==> src/rtl/data_mem_arbiter_if.sv <==
`timescale 1ns/1ps
// Bus bundle between two requesters (A = CPU, B = loader/DMA), the arbiter and the
// shared data memory. The arbiter uses the slave view; the environment uses master.
interface data_mem_arbiter_if;
    logic        A_Req, A_Write;
    logic [31:0] A_Addr, A_WData;
    logic        A_Gnt, A_Ack, A_Err;
    logic [31:0] A_RData;

    logic        B_Req, B_Write;
    logic [31:0] B_Addr, B_WData;
    logic        B_Gnt, B_Ack, B_Err;
    logic [31:0] B_RData;

    logic [31:0] Mem_Address, Mem_WriteData;
    logic        Mem_WriteEnable, Mem_MemRead;
    logic [31:0] Mem_ReadData;

    modport slave (
        input  A_Req, A_Write, A_Addr, A_WData,
        output A_Gnt, A_Ack, A_Err, A_RData,
        input  B_Req, B_Write, B_Addr, B_WData,
        output B_Gnt, B_Ack, B_Err, B_RData,
        output Mem_Address, Mem_WriteData, Mem_WriteEnable, Mem_MemRead,
        input  Mem_ReadData
    );

    modport master (
        output A_Req, A_Write, A_Addr, A_WData,
        input  A_Gnt, A_Ack, A_Err, A_RData,
        output B_Req, B_Write, B_Addr, B_WData,
        input  B_Gnt, B_Ack, B_Err, B_RData,
        input  Mem_Address, Mem_WriteData, Mem_WriteEnable, Mem_MemRead,
        output Mem_ReadData
    );
endinterface

==> src/rtl/data_mem_arbiter.sv <==
`timescale 1ns/1ps
// Two-port round-robin arbiter in front of a synchronous single-port data memory.
// One transaction in flight: IDLE -> ACCESS -> (WAIT for reads) -> DONE -> IDLE.
module data_mem_arbiter #(
    parameter int DEPTH = 1024
) (
    input  logic              Clock,
    input  logic              Reset_n,
    data_mem_arbiter_if.slave bus
);
    typedef enum logic [1:0] {IDLE, ACCESS, WAIT, DONE} state_e;
    localparam logic [32:0] DEPTH_W = 33'(DEPTH);

    state_e      state_q, state_d;
    logic        win_q, win_d;     // 0 = A, 1 = B
    logic        last_q, last_d;
    logic        wr_q, wr_d;
    logic        ok_q, ok_d;       // latched address is inside the memory
    logic [31:0] addr_q, addr_d;
    logic [31:0] wdata_q, wdata_d;
    logic        we_q, we_d, re_q, re_d;
    logic        a_gnt_q, a_gnt_d, b_gnt_q, b_gnt_d;
    logic        a_ack_q, a_ack_d, b_ack_q, b_ack_d;
    logic        a_err_q, a_err_d, b_err_q, b_err_d;
    logic [31:0] a_rdata_q, a_rdata_d, b_rdata_q, b_rdata_d;
    logic        pick, fin;

    always_comb begin
        state_d   = state_q;
        win_d     = win_q;
        last_d    = last_q;
        wr_d      = wr_q;
        ok_d      = ok_q;
        addr_d    = addr_q;
        wdata_d   = wdata_q;
        a_rdata_d = a_rdata_q;
        b_rdata_d = b_rdata_q;
        we_d      = 1'b0;
        re_d      = 1'b0;
        a_gnt_d   = 1'b0;
        b_gnt_d   = 1'b0;
        // On a tie the port that was not served last wins; otherwise the lone requester.
        pick = (bus.A_Req && bus.B_Req) ? ~last_q : bus.B_Req;
        // Completion is flagged on the edge that enters DONE, so Ack/Err/RData land together.
        fin  = (state_q == WAIT) || (state_q == ACCESS && wr_q);

        unique case (state_q)
            IDLE: begin
                if (bus.A_Req || bus.B_Req) begin
                    win_d   = pick;
                    last_d  = pick;
                    wr_d    = pick ? bus.B_Write : bus.A_Write;
                    addr_d  = pick ? bus.B_Addr  : bus.A_Addr;
                    wdata_d = pick ? bus.B_WData : bus.A_WData;
                    ok_d    = {1'b0, addr_d} < DEPTH_W;
                    we_d    = wr_d && ok_d;
                    re_d    = !wr_d && ok_d;
                    a_gnt_d = !pick;
                    b_gnt_d = pick;
                    state_d = ACCESS;
                end
            end
            ACCESS: state_d = wr_q ? DONE : WAIT;
            WAIT: begin
                if (win_q) b_rdata_d = ok_q ? bus.Mem_ReadData : 32'd0;
                else       a_rdata_d = ok_q ? bus.Mem_ReadData : 32'd0;
                state_d = DONE;
            end
            default: state_d = IDLE;
        endcase

        a_ack_d = fin && !win_q;
        b_ack_d = fin && win_q;
        a_err_d = fin && !win_q && !ok_q;
        b_err_d = fin && win_q && !ok_q;
    end

    always_ff @(posedge Clock or negedge Reset_n) begin
        if (!Reset_n) begin
            state_q   <= IDLE;
            win_q     <= 1'b0;
            last_q    <= 1'b1;
            wr_q      <= 1'b0;
            ok_q      <= 1'b0;
            addr_q    <= '0;
            wdata_q   <= '0;
            we_q      <= 1'b0;
            re_q      <= 1'b0;
            a_gnt_q   <= 1'b0;
            b_gnt_q   <= 1'b0;
            a_ack_q   <= 1'b0;
            b_ack_q   <= 1'b0;
            a_err_q   <= 1'b0;
            b_err_q   <= 1'b0;
            a_rdata_q <= '0;
            b_rdata_q <= '0;
        end else begin
            state_q   <= state_d;
            win_q     <= win_d;
            last_q    <= last_d;
            wr_q      <= wr_d;
            ok_q      <= ok_d;
            addr_q    <= addr_d;
            wdata_q   <= wdata_d;
            we_q      <= we_d;
            re_q      <= re_d;
            a_gnt_q   <= a_gnt_d;
            b_gnt_q   <= b_gnt_d;
            a_ack_q   <= a_ack_d;
            b_ack_q   <= b_ack_d;
            a_err_q   <= a_err_d;
            b_err_q   <= b_err_d;
            a_rdata_q <= a_rdata_d;
            b_rdata_q <= b_rdata_d;
        end
    end

    // The latched request doubles as the memory bus, so it holds between accesses.
    assign bus.Mem_Address     = addr_q;
    assign bus.Mem_WriteData   = wdata_q;
    assign bus.Mem_WriteEnable = we_q;
    assign bus.Mem_MemRead     = re_q;
    assign bus.A_Gnt   = a_gnt_q;
    assign bus.B_Gnt   = b_gnt_q;
    assign bus.A_Ack   = a_ack_q;
    assign bus.B_Ack   = b_ack_q;
    assign bus.A_Err   = a_err_q;
    assign bus.B_Err   = b_err_q;
    assign bus.A_RData = a_rdata_q;
    assign bus.B_RData = b_rdata_q;
endmodule
==> src/flat_wrapper.sv <==
// flat-port wrapper written by rule: the top's interface ports become plain ports
module data_mem_arbiter_flat 
#(
    parameter int DEPTH = 1024
)
  (Clock, Reset_n, bus_A_Req, bus_A_Write, bus_A_Addr, bus_A_WData, bus_A_Gnt, bus_A_Ack, bus_A_Err, bus_A_RData, bus_B_Req, bus_B_Write, bus_B_Addr, bus_B_WData, bus_B_Gnt, bus_B_Ack, bus_B_Err, bus_B_RData, bus_Mem_Address, bus_Mem_WriteData, bus_Mem_WriteEnable, bus_Mem_MemRead, bus_Mem_ReadData);
  data_mem_arbiter_if bus_i ();
  input  logic Clock;
  input  logic Reset_n;
  input wire logic [$bits(bus_i.A_Req)-1:0] bus_A_Req;
  input wire logic [$bits(bus_i.A_Write)-1:0] bus_A_Write;
  input wire logic [$bits(bus_i.A_Addr)-1:0] bus_A_Addr;
  input wire logic [$bits(bus_i.A_WData)-1:0] bus_A_WData;
  output wire logic [$bits(bus_i.A_Gnt)-1:0] bus_A_Gnt;
  output wire logic [$bits(bus_i.A_Ack)-1:0] bus_A_Ack;
  output wire logic [$bits(bus_i.A_Err)-1:0] bus_A_Err;
  output wire logic [$bits(bus_i.A_RData)-1:0] bus_A_RData;
  input wire logic [$bits(bus_i.B_Req)-1:0] bus_B_Req;
  input wire logic [$bits(bus_i.B_Write)-1:0] bus_B_Write;
  input wire logic [$bits(bus_i.B_Addr)-1:0] bus_B_Addr;
  input wire logic [$bits(bus_i.B_WData)-1:0] bus_B_WData;
  output wire logic [$bits(bus_i.B_Gnt)-1:0] bus_B_Gnt;
  output wire logic [$bits(bus_i.B_Ack)-1:0] bus_B_Ack;
  output wire logic [$bits(bus_i.B_Err)-1:0] bus_B_Err;
  output wire logic [$bits(bus_i.B_RData)-1:0] bus_B_RData;
  output wire logic [$bits(bus_i.Mem_Address)-1:0] bus_Mem_Address;
  output wire logic [$bits(bus_i.Mem_WriteData)-1:0] bus_Mem_WriteData;
  output wire logic [$bits(bus_i.Mem_WriteEnable)-1:0] bus_Mem_WriteEnable;
  output wire logic [$bits(bus_i.Mem_MemRead)-1:0] bus_Mem_MemRead;
  input wire logic [$bits(bus_i.Mem_ReadData)-1:0] bus_Mem_ReadData;
  assign bus_i.A_Req = bus_A_Req;
  assign bus_i.A_Write = bus_A_Write;
  assign bus_i.A_Addr = bus_A_Addr;
  assign bus_i.A_WData = bus_A_WData;
  assign bus_A_Gnt = bus_i.A_Gnt;
  assign bus_A_Ack = bus_i.A_Ack;
  assign bus_A_Err = bus_i.A_Err;
  assign bus_A_RData = bus_i.A_RData;
  assign bus_i.B_Req = bus_B_Req;
  assign bus_i.B_Write = bus_B_Write;
  assign bus_i.B_Addr = bus_B_Addr;
  assign bus_i.B_WData = bus_B_WData;
  assign bus_B_Gnt = bus_i.B_Gnt;
  assign bus_B_Ack = bus_i.B_Ack;
  assign bus_B_Err = bus_i.B_Err;
  assign bus_B_RData = bus_i.B_RData;
  assign bus_Mem_Address = bus_i.Mem_Address;
  assign bus_Mem_WriteData = bus_i.Mem_WriteData;
  assign bus_Mem_WriteEnable = bus_i.Mem_WriteEnable;
  assign bus_Mem_MemRead = bus_i.Mem_MemRead;
  assign bus_i.Mem_ReadData = bus_Mem_ReadData;
  data_mem_arbiter #(.DEPTH(DEPTH)) u_core (.Clock(Clock), .Reset_n(Reset_n), .bus(bus_i));
endmodule
==> config.mk <==
export PLATFORM = sky130hd
export DESIGN_NAME = data_mem_arbiter_flat
export DESIGN_NICKNAME = d
export VERILOG_FILES = /design/src/rtl/data_mem_arbiter_if.sv /design/src/rtl/data_mem_arbiter.sv /design/src/flat_wrapper.sv
export SDC_FILE = /design/constraint.sdc
export NUM_CORES = 1
export LEC_CHECK = 0
export CAP_MARGIN = 20
export CELL_PAD_IN_SITES_DETAIL_PLACEMENT = 0
export CELL_PAD_IN_SITES_GLOBAL_PLACEMENT = 1
export CORE_ASPECT_RATIO = 0.8
export CORE_MARGIN = 2
export CORE_UTILIZATION = 31
export CTS_CLUSTER_DIAMETER = 200
export DETAILED_ROUTE_END_ITERATION = 12
export GPL_TIMING_DRIVEN = 0
export PLACE_DENSITY = 0.89
export SLEW_MARGIN = 20
export SYNTH_ARGS = -nofsm -noshare
export SYNTH_HDL_FRONTEND = slang
export SYNTH_SLANG_ARGS = --single-unit
==> constraint.sdc <==
create_clock -name Clock -period 5.1 [get_ports Clock]
set_input_delay 1.275 -clock Clock [delete_from_list [all_inputs] [get_ports Clock]]
set_output_delay 1.275 -clock Clock [all_outputs]
set_load 0.02 [all_outputs]
==> flow_metrics.py <==
metrics = {
    "sta": {
        "fin_tns_setup_ps": 0,
        "finalHoldViolCount": 0,
        "worst_pin_slew_ps": 685,
        "rsz0062_at_grt": "false",
        "max_clock_freq_mhz": 367,
        "fin_crit_sh": 0.534,
        "skew_ps": 21.5,
        "slew_headroom": 0.543,
        "period_needed_ps": 2720,
        "setup_viol": 0,
        "drv_slew": 0,
        "fin_hold_ws_ps": 479,
    },
    "synthesis": {
        "yosysTopAreaCell": "dfrtp_1",
        "netlist_instances": 590,
        "ys_seq_area_frac": 0.606,
        "yosysMostFrequentCell": "nand2_1",
        "synth_area_sq_um": 5870,
        "yosys_warnings": 0,
        "avgSynthCellArea_sq_um": 9.94,
        "synth-seq-cells": 142,
        "synth_compound_gate_area_share": 0.159,
        "yosys.area_share.simple": 0.145,
        "synth_edf_count": 0,
        "synth.area.top_cells": "dfrtp_1 (60%), nand2_1 (10%), o21ai_0 (5.4%)",
        "synth_cell_types": 37,
        "synth_top_area_share": 0.601,
        "synthFlopType": "dfrtp_1",
        "ys_async_sr_fraction": 1.00,
        "synth_top_family_by_area": "compound AO/OA/AOI/OAI gates",
        "synth_nets": 760,
        "synthMuxAreaShare": 0.0292,
        "yosys-top-cells-count": "nand2_1 (160), dfrtp_1 (141), o21ai_0 (63), inv_1 (29), nor2_1 (28)",
        "synth_adder_area_share": 0.00853,
        "synth-xor-area-share": 0,
    },
    "pwr": {
        "fin_total_pwr_mw": 4.98,
        "p_leak_nw": 4.24,
        "p_per_area_nw_per_um2": 506,
        "ir_drop_uv": 292,
    },
    "die": {
        "dieArea_sq_um": 20000,
        "rows": 44,
        "initial_utilization": 0.320,
        "die_w_microns": 158,
        "core_area_sq_um": 18300,
        "ios": 302,
        "dieHeight_microns": 127,
    },
    "setup_path": {
        "cp_top_family": "buffers and inverters",
        "crit_chain": "clkdlybuf4s50_1",
        "cp_max_fo": 2,
        "worstPathRequired_ps": 3830,
        "crit_start": "u_core.bus.Mem_Address[22]$_DFFE_PN0P_",
        "critPathBufInv": 1,
        "cp_slowest_cell": "clkdlybuf4s50_1",
        "cp-start-kind": "flip-flop",
        "reg2reg_from": "u_core.state_q[0]$_DFFE_PN0P_",
        "crit_arrival_ps": 1450,
        "worst-setup-path-type": "reg2out",
        "cpPeakStageDelay_ps": 640,
        "worstSetupEndpointType": "primary output",
    },
    "worst_hold_path": {
        "min_path_type": "reg2reg",
        "min_from": "u_core.bus.B_RData[10]$_DFFE_PN0P_",
    },
    "run": {
        "drv_cap": 0,
    },
    "grt": {
        "antenna_found_initial": 0,
        "grt_pass1_wl_microns": 31400,
        "grt_max_degree": 86,
        "globalRouteOverflowTotal": 0,
        "grt_pass1_vias": 5905,
        "track_usage": 0.203,
    },
    "cells_and_area": {
        "antennaDiodeCount": 0,
        "synthToLayoutAreaGrowth_pct": 67.9,
        "final_nets": 1080,
        "layout-drive-gt1-share": 0.0607,
        "final_util": 0.537,
    },
    "cts": {
        "numCtsBuffers": 17,
        "cts_htree_levels": 4,
        "cts_buffer_depth": 2,
        "cts-root-buf": "clkbuf_16",
        "ctsHoldBuffers": 0,
        "clk-insertion-delay-late_ps": 430,
        "cts_tree": "done",
        "post_cts_buffers": 0,
        "cts_resized": 0,
        "path_clk_slew_ps": 60,
        "clock-sinks": 142,
    },
    "placed_design": {
        "dp_hpwl_microns": 15300,
        "io_buffers": 300,
        "place_congestion": 0.862,
    },
    "routing": {
        "drt-initial-drc-count": 365,
        "vias": 5637,
        "drtPass1Iterations": 6,
        "vias_per_cell": 4.79,
        "routed_wl_microns": 20100,
        "drc_errors": 0,
        "avgRoutedWirePerCell_microns": 17.1,
        "final_antenna_net_count": 0,
    },
    "run_status": {
        "status": "completed",
    },
}
sequential cells by signal (all words and copies together) (netlist names):
name,flops
u_core.bus.Mem_WriteEnable,1
u_core.bus.Mem_MemRead,1
u_core.bus.Mem_WriteData,32
u_core.wr_q,1
u_core.bus.A_Err,1
u_core.bus.A_RData,32
u_core.bus.B_Gnt,1
u_core.ok_q,1
u_core.bus.A_Gnt,1
u_core.last_q,1
u_core.bus.B_Err,1
u_core.bus.B_Ack,1
u_core.state_q,2
u_core.bus.Mem_Address,32
u_core.win_q,1
u_core.bus.B_RData,32
u_core.bus.A_Ack,1
logic make-up (layout without fill, tap and decap cells):
| family | count (synthesis) | after routing |
|---|---|---|
| simple gates | 212 | 212 |
| compound gates | 144 | 144 |
| flops | 142 | 142 |
| buf+inv | 71 | 404 |
| mux | 17 | 17 |
| fa+ha+maj | 4 | 4 |
path summary, 6_finish.rpt:
| kind | end | slack [ps] | depth (start not counted) |
|---|---|---|---|
| setup / recovery | bus_Mem_Address[22] | 2380 | 1 |
| max in group asynchronous | u_core.last_q$_DFFE_PN1P_ | 3480 | 2 |
| min in group asynchronous | u_core.bus.B_RData[31]$_DFFE_PN0P_ | 830 | 1 |
| setup reg to reg | u_core.bus.A_RData[17]$_DFFE_PN0P_ | 3140 | 6 |
| hold reg to reg | u_core.bus.B_RData[10]$_DFFE_PN0P_ | 480 | 2 |
| hold / removal | u_core.bus.B_RData[10]$_DFFE_PN0P_ | 480 | 2 |
cell usage in the layout, fill, tap and decap left out, types with 4 or more instances in the layout:
master and count:
nor3_1 5, clkbuf_16 17, o21ai_1 20, o21ai_0 63
clkdlybuf4s50_1 299, inv_6 4, buf_2 11, nor2_1 28
inv_1 29, dfrtp_1 141, mux2i_1 16, nor4_1 8
a31oi_1 22, a222oi_1 26, clkbuf_1 25, nand2_1 160
ha_1 4
stage by stage:
stage / cells / cell area [sq um] / setup slack [ps]
floorplan: 590 / 5870 / 2720
CTS: 1176 / 9850 / 2320
finish: 1176 / 9850 / 2380
global placement: 1143 / 9190 / -3140
global route: 1176 / 9850 / 2270
detailed placement: 1144 / 9220 / 1970
routing by layer:
layer / global-route usage / wire length, microns / part of all wire
met5: 0 / 0 / 0
met4: 0.0540 / 286 / 0.014
met3: 0.0811 / 2030 / 0.10
met2: 0.336 / 9550 / 0.48
met1: 0.246 / 8200 / 0.41
power by group:
part / internal, mW / switching [mW]
registers: 1.44 / 0.180
logic: 0.906 / 1.13
clock network: 0.789 / 0.532
total: 3.14 / 1.85
area by class of cell:
class,instances,area (sq um)
plain buffers,42,194
repair buffers,301,3040
clock buffers,17,425
multi-input cells,377,2010
flip-flops and latches,142,3550
clock inverters,15,205
inverters,29,109
well taps,253,317
fillers,1672,8480
tightest hold or removal path: stages, from the launching register on:
cell and delay (ps):
dfrtp_1 340, nand2_1 50, o21ai_0 60
Power figures use the tool's default switching activity.
